$ cat config.mk
export PLATFORM = sky130hd
export DESIGN_NAME = cbfp0_in_ctrl_flat
export DESIGN_NICKNAME = d
export VERILOG_FILES = /design/src/rtl/cbfp0_pkg.sv /design/src/rtl/cbfp0_in_ctrl_if.sv /design/src/rtl/cbfp0_dly_line.sv /design/src/rtl/cbfp0_in_ctrl.sv /design/src/flat_wrapper.sv
export SDC_FILE = /design/constraint.sdc
export NUM_CORES = 2
export LEC_CHECK = 0
export CAP_MARGIN = 30
export CORE_AREA = 8 8 576 578
export DETAILED_ROUTE_END_ITERATION = 8
export DIE_AREA = 0 0 584 586
export DONT_BUFFER_PORTS = 1
export GPL_TIMING_DRIVEN = 1
export REMOVE_ABC_BUFFERS = 1
export SLEW_MARGIN = 20
export SYNTH_ARGS = -nofsm -noshare
export SYNTH_HDL_FRONTEND = slang
export SYNTH_HIERARCHICAL = 1
export SYNTH_SLANG_ARGS = --single-unit
export TNS_END_PERCENT = 100
$ cat constraint.sdc
create_clock -name clk -period 164.8 [get_ports clk]
set_clock_uncertainty 0.05 [all_clocks]
set_input_delay 32.96 -clock clk [delete_from_list [all_inputs] [get_ports clk]]
set_output_delay 32.96 -clock clk [all_outputs]
set_load 0.005 [all_outputs]
$ cat src/rtl/cbfp0_pkg.sv
// Shared constants and state type for the CBFP stage-0 input controller.
package cbfp0_pkg;

    localparam int CBFP0_LANES     = 16;
    localparam int CBFP0_DW        = 23;
    localparam int CBFP0_FRAME_CYC = 32;
    localparam int CBFP0_GROUP_CYC = 4;

    typedef enum logic {
        IDLE = 1'b0,
        RUN  = 1'b1
    } cbfp0_in_state_t;

endpackage

$ cat src/rtl/cbfp0_in_ctrl_if.sv
// Butterfly-to-CBFP0 bus: input samples plus alert/frame/delayed-data outputs.
// err_gap exists only when CBFP0_GAP_CHK_EN is defined.
interface cbfp0_in_ctrl_if
    import cbfp0_pkg::*;
#(
    parameter int LANES = CBFP0_LANES,
    parameter int DW    = CBFP0_DW,
    parameter int IW    = $clog2(CBFP0_FRAME_CYC / CBFP0_GROUP_CYC)
) ();

    logic                din_valid;
    logic [LANES*DW-1:0] din_re;
    logic [LANES*DW-1:0] din_im;
    logic                alert_cbfp;
    logic [IW-1:0]       grp_idx;
    logic                frame_done;
    logic                buf_valid;
    logic [LANES*DW-1:0] buf_re;
    logic [LANES*DW-1:0] buf_im;
`ifdef CBFP0_GAP_CHK_EN
    logic                err_gap;

    modport master (
        output din_valid, din_re, din_im,
        input  alert_cbfp, grp_idx, frame_done, buf_valid, buf_re, buf_im, err_gap
    );
    modport slave (
        input  din_valid, din_re, din_im,
        output alert_cbfp, grp_idx, frame_done, buf_valid, buf_re, buf_im, err_gap
    );
`else
    modport master (
        output din_valid, din_re, din_im,
        input  alert_cbfp, grp_idx, frame_done, buf_valid, buf_re, buf_im
    );
    modport slave (
        input  din_valid, din_re, din_im,
        output alert_cbfp, grp_idx, frame_done, buf_valid, buf_re, buf_im
    );
`endif

endinterface

$ cat src/rtl/cbfp0_dly_line.sv
// Fixed-depth register shift line, WIDTH bits wide, cleared by async reset.
module cbfp0_dly_line #(
    parameter int WIDTH = 8,
    parameter int DEPTH = 6
) (
    input  logic             clk,
    input  logic             rst,
    input  logic [WIDTH-1:0] din,
    output logic [WIDTH-1:0] dout
);

    logic [WIDTH-1:0] stage_q [DEPTH];

    always_ff @(posedge clk or posedge rst) begin
        if (rst) begin
            for (int i = 0; i < DEPTH; i++) stage_q[i] <= '0;
        end else begin
            stage_q[0] <= din;
            for (int i = 1; i < DEPTH; i++) stage_q[i] <= stage_q[i-1];
        end
    end

    assign dout = stage_q[DEPTH-1];

endmodule

$ cat src/rtl/cbfp0_in_ctrl.sv
// CBFP0 front end: per-frame valid-cycle counter, group alerts, frame_done and data delay.
// Optional mid-group gap detection is enabled by defining CBFP0_GAP_CHK_EN.
module cbfp0_in_ctrl
    import cbfp0_pkg::*;
#(
    parameter int LANES     = CBFP0_LANES,
    parameter int DW        = CBFP0_DW,
    parameter int FRAME_CYC = CBFP0_FRAME_CYC,
    parameter int GROUP_CYC = CBFP0_GROUP_CYC,
    parameter int BUF_DLY   = 6
) (
    input  logic         clk,
    input  logic         rst,
    cbfp0_in_ctrl_if.slave bus
);

    localparam int CW  = $clog2(FRAME_CYC);
    localparam int IW  = $clog2(FRAME_CYC / GROUP_CYC);
    localparam int GSH = $clog2(GROUP_CYC);
    localparam int LW  = 1 + 2 * LANES * DW;

    cbfp0_in_state_t state_q, state_nxt;
    logic [CW-1:0]   cnt_q, cnt_nxt;
    logic [IW-1:0]   grp_q, grp_nxt;
    logic            alert_q, alert_nxt;
    logic            done_q, done_nxt;
    logic            at_bound;
    logic            at_last;
    logic            mid_gap;
`ifdef CBFP0_GAP_CHK_EN
    logic            err_q, err_nxt;
`endif

    function automatic logic is_group_start(input logic [CW-1:0] c);
        return (c & CW'(GROUP_CYC - 1)) == '0;
    endfunction

    assign at_bound = is_group_start(cnt_q);
    assign at_last  = (cnt_q == CW'(FRAME_CYC - 1));
    assign mid_gap  = (state_q == RUN) && !bus.din_valid && !at_bound;

    always_comb begin
        state_nxt = state_q;
        cnt_nxt   = cnt_q;
        grp_nxt   = grp_q;
        alert_nxt = 1'b0;
        done_nxt  = 1'b0;
`ifdef CBFP0_GAP_CHK_EN
        err_nxt   = err_q;
`endif
        case (state_q)
            IDLE: if (bus.din_valid) state_nxt = RUN;
            RUN:  if (bus.din_valid && at_last) state_nxt = IDLE;
            default: state_nxt = IDLE;
        endcase

        if (bus.din_valid) begin
            alert_nxt = at_bound;
            done_nxt  = at_last;
            cnt_nxt   = at_last ? '0 : cnt_q + CW'(1);
            if (at_bound) grp_nxt = IW'(cnt_q >> GSH);
        end
`ifdef CBFP0_GAP_CHK_EN
        // A gap inside a group breaks alignment: restart the frame at group 0.
        if (mid_gap) begin
            state_nxt = IDLE;
            cnt_nxt   = '0;
            err_nxt   = 1'b1;
        end
`endif
    end

    always_ff @(posedge clk or posedge rst) begin
        if (rst) begin
            state_q <= IDLE;
            cnt_q   <= '0;
            grp_q   <= '0;
            alert_q <= 1'b0;
            done_q  <= 1'b0;
`ifdef CBFP0_GAP_CHK_EN
            err_q   <= 1'b0;
`endif
        end else begin
            state_q <= state_nxt;
            cnt_q   <= cnt_nxt;
            grp_q   <= grp_nxt;
            alert_q <= alert_nxt;
            done_q  <= done_nxt;
`ifdef CBFP0_GAP_CHK_EN
            err_q   <= err_nxt;
`endif
        end
    end

    assign bus.alert_cbfp = alert_q;
    assign bus.grp_idx    = grp_q;
    assign bus.frame_done = done_q;
`ifdef CBFP0_GAP_CHK_EN
    assign bus.err_gap    = err_q;
`else
    logic unused_mid_gap;
    assign unused_mid_gap = mid_gap;
`endif

    // Valid and data share one line so they stay aligned regardless of FSM state.
    logic [LW-1:0] dly_out;

    cbfp0_dly_line #(
        .WIDTH (LW),
        .DEPTH (BUF_DLY)
    ) u_dly (
        .clk  (clk),
        .rst  (rst),
        .din  ({bus.din_valid, bus.din_re, bus.din_im}),
        .dout (dly_out)
    );

    assign bus.buf_valid = dly_out[LW-1];
    assign bus.buf_re    = dly_out[LW-2 -: LANES*DW];
    assign bus.buf_im    = dly_out[LANES*DW-1:0];

endmodule

$ cat src/flat_wrapper.sv
// flat-port wrapper written by rule: the top's interface ports become plain ports
module cbfp0_in_ctrl_flat import cbfp0_pkg::*;
#(
    parameter int LANES     = CBFP0_LANES,
    parameter int DW        = CBFP0_DW,
    parameter int FRAME_CYC = CBFP0_FRAME_CYC,
    parameter int GROUP_CYC = CBFP0_GROUP_CYC,
    parameter int BUF_DLY   = 6
)
  (clk, rst, bus_din_valid, bus_din_re, bus_din_im, bus_alert_cbfp, bus_grp_idx, bus_frame_done, bus_buf_valid, bus_buf_re, bus_buf_im);
  cbfp0_in_ctrl_if #(.LANES(LANES), .DW(DW), .IW((3))) bus_i ();
  input  logic clk;
  input  logic rst;
  input wire logic [$bits(bus_i.din_valid)-1:0] bus_din_valid;
  input wire logic [$bits(bus_i.din_re)-1:0] bus_din_re;
  input wire logic [$bits(bus_i.din_im)-1:0] bus_din_im;
  output wire logic [$bits(bus_i.alert_cbfp)-1:0] bus_alert_cbfp;
  output wire logic [$bits(bus_i.grp_idx)-1:0] bus_grp_idx;
  output wire logic [$bits(bus_i.frame_done)-1:0] bus_frame_done;
  output wire logic [$bits(bus_i.buf_valid)-1:0] bus_buf_valid;
  output wire logic [$bits(bus_i.buf_re)-1:0] bus_buf_re;
  output wire logic [$bits(bus_i.buf_im)-1:0] bus_buf_im;
  assign bus_i.din_valid = bus_din_valid;
  assign bus_i.din_re = bus_din_re;
  assign bus_i.din_im = bus_din_im;
  assign bus_alert_cbfp = bus_i.alert_cbfp;
  assign bus_grp_idx = bus_i.grp_idx;
  assign bus_frame_done = bus_i.frame_done;
  assign bus_buf_valid = bus_i.buf_valid;
  assign bus_buf_re = bus_i.buf_re;
  assign bus_buf_im = bus_i.buf_im;
  cbfp0_in_ctrl #(.LANES(LANES), .DW(DW), .FRAME_CYC(FRAME_CYC), .GROUP_CYC(GROUP_CYC), .BUF_DLY(BUF_DLY)) u_core (.clk(clk), .rst(rst), .bus(bus_i));
endmodule
==> flow_summary.json <==
{
  "grt_max_degree": 207,
  "rsz0062_at_grt": "false",
  "setup_viol": 0,
  "synth-edff-count": 0,
  "seq_area_um2": 110900,
  "yosysMostFrequentCell": "dfrtp_1",
  "netlist_top_cells_area": "dfrtp_1 95%, buf_4 4.7%, mux2_2 0.039%",
  "hold_violations": 0,
  "synthCells": 5198,
  "netlist.top_cell.by_area": "dfrtp_1",
  "synthSimpleGateAreaFrac_pct": 0.04613,
  "worst_hold_path_type": "reg -> reg",
  "synth_cell_types": 14,
  "drive_gt1_share_pct": 13.64,
  "leakage_nw": 59.00,
  "cts_hold_buf": 0,
  "grt_pass1_vias": 41350,
  "synthArstFlopShare_pct": 100.0,
  "slew_headroom_pct": 30.71,
  "setup_ws_ns": 127.11,
  "drc": 0,
  "numClockSinks": 4432,
  "start_util_pct": 36.15,
  "wl_per_cell_um": 25.55,
  "cts.path.max_buffers": 4,
  "clkLatencyLatePin_ns": 0.92,
  "timing.max_cap.violations": 0,
  "irDropWorstVdd_mv": 0.01459,
  "r2r_slack_ns": 163.22,
  "avgViaCountPerCell": 3.940,
  "fin_util_pct": 40.73,
  "die_x_um": 584,
  "power_mw": 2.135,
  "synthTopCellsByCount": "4432 x dfrtp_1, 737 x buf_4, 5 x inv_1, 5 x o21ai_0",
  "cts-resized-gates": 0,
  "io_buffers": 0,
  "fp.dieH_um": 586,
  "tritoncts": "built",
  "synth_top_family_by_area": "buffers and inverters",
  "dieArea_um2": 342200,
  "dp_slack_ns": 125.42,
  "finalCriticalPeriod_ns": 37.69,
  "antenna_left": 0,
  "yosys.area.top_type_share_pct": 95.08,
  "h-tree-depth": 5,
  "ys_ff_latch": 4432,
  "synth_xor_area_share_pct": 0,
  "fillers": 27740,
  "nNetsFinal": 5672,
  "area.growth.synth_to_final_pct": 12.68,
  "overflow": 0,
  "wl_um": 247300,
  "first_pass_iters": 5,
  "clk_pin_slew_ns": 0.06,
  "criticalPathCategory": "in -> async",
  "antenna_found_initial": 352,
  "fin_crit_sh_pct": 22.87,
  "synth-compound-area-share_pct": 0.02896,
  "tns_ns": 0,
  "worstPathRequired_ns": 165.65,
  "synth-main-ff-cell": "dfrtp_1",
  "rows": 209,
  "endpoint_kind": "async pin",
  "gp_congestion": 0.8276,
  "synthAdderAreaFrac_pct": 0.03218,
  "synth_area_um2": 116600,
  "design.core.area_um2": 322700,
  "cts_root_buffer": "clkbuf_16",
  "grt_pass1_wl_um": 335400,
  "critPathMaxFanout": 184,
  "ios": 1481,
  "yosysSeqAreaShare_pct": 95.08,
  "synthMuxAreaShare_pct": 0.03862,
  "maxSlewViolCount": 0,
  "vias": 38130,
  "powerDensity_nw_per_um2": 16.25,
  "ys.warnings.count": 6,
  "cts_setup_buffers": 0,
  "outcome": "complete, no violations",
  "hpwl_um": 171300,
  "drt_iter0_drc": 2345,
  "max_freq_mhz": 26.53,
  "syn_avg_cell_area_um2": 22.44,
  "cp-start-kind": "input pin",
  "numCtsBuffers": 405,
  "multiInputGateArea_um2": 170.2,
  "cp.arrival_ns": 38.54,
  "tightest_slew_ns": 1.039,
  "grtUsageTotal_pct": 13.98
}
==> path summary, 6_finish.rpt <==
| kind | from | endpoint | cells past startpoint |
|---|---|---|---|
| max in group clk | u_core/u_dly/dout[600]$_DFF_PP0_ | bus_buf_re[232] | 0 |
| min reg2reg | u_core/u_dly/stage_q[1667]$_DFF_PP0_ | u_core/u_dly/stage_q[930]$_DFF_PP0_ | 0 |
| max | rst | u_core/u_dly/stage_q[3190]$_DFF_PP0_ | 9 |
| min | u_core/u_dly/stage_q[1667]$_DFF_PP0_ | u_core/u_dly/stage_q[930]$_DFF_PP0_ | 0 |
| max reg2reg | u_core/cnt_q[0]$_DFFE_PP0P_ | u_core/cnt_q[2]$_DFFE_PP0P_ | 5 |
| min in group asynchronous | rst | u_core/cnt_q[0]$_DFFE_PP0P_ | 1 |
==> power breakdown <==
group	switching (mW)	total (mW)	internal, mW
logic	0.0207	0.0237	0.00308
clock network	0.396	0.937	0.541
registers	0.0304	1.17	1.14
total	0.447	2.14	1.69
==> placed cells by master, fill, tap and decap left out, types with 2 or more instances in the layout <==
cell type | Yosys | final
dfrtp_1 | 4432 | 4432
diode_2 | 0 | 89
clkinvlp_4 | 0 | 11
inv_6 | 0 | 6
o21ai_0 | 5 | 5
buf_6 | 1 | 5
buf_12 | 0 | 12
nand2_1 | 4 | 4
clkbuf_16 | 0 | 408
clkinv_2 | 0 | 64
clkinv_8 | 0 | 5
ha_1 | 3 | 3
clkinv_16 | 0 | 12
and3_1 | 2 | 2
buf_4 | 737 | 30
clkbuf_8 | 0 | 115
clkinv_4 | 0 | 3
mux2_2 | 4 | 4
inv_1 | 5 | 4
bufinv_16 | 0 | 19
inv_16 | 0 | 4
clkbuf_1 | 0 | 91
inv_8 | 0 | 3
buf_16 | 0 | 16
==> kinds of logic after synthesis <==
kind of cell / count (synthesis)
buffers and inverters: 743
AO/OA/AOI/OAI: 6
flip-flops: 4432
AND/OR/NAND/NOR: 10
multiplexers: 4
adder cells (fa/ha/maj): 3
==> routing by layer <==
metal | track usage (%) | wire [um]
met5 | 0 | 732
met4 | 4.306 | 9702
met3 | 5.199 | 20360
met2 | 23.34 | 122700
met1 | 17.03 | 93770
==> layout make-up <==
class,instances,area share (%)
Clock inverter,126,1.215
Inverter,5,0.01999
Antenna cell,89,0.1695
Clock buffer,614,9.232
Tap cell,4325,4.117
Timing Repair Buffer,63,0.7321
Multi-Input combinational cell,23,0.1295
Sequential cell,4432,84.38
==> critical path, stage by stage <==
cell	delay, ns
inv_8	0.33
buf_4	0.73
buf_4	0.68
buf_4	0.71
buf_4	0.68
buf_12	0.70
buf_4	0.40
buf_16	0.30
buf_6	0.62
==> registers in the layout, indices dropped and copies added, names as in the netlist <==
register / flops
u_core/bus.frame_done: 1
u_core/u_dly/stage_q: 3685
u_core/u_dly/dout: 737
u_core/bus.alert_cbfp: 1
u_core/cnt_q: 5
u_core/bus.grp_idx: 3
==> metrics by stage <==
| stage | cells | cell area, um^2 | hold WS (ns) |
|---|---|---|---|
| global placement | 8830 | 117000 | 0.2810 |
| CTS | 9573 | 130800 | 0.2630 |
| detailed placement | 8833 | 117100 | 0.2847 |
| finish | 9677 | 131400 | 0.2620 |
| floorplan | 4460 | 111100 | 0.2812 |
| global route | 9629 | 131300 | 0.2709 |
Note: power is estimated with default switching activity, not from simulation.
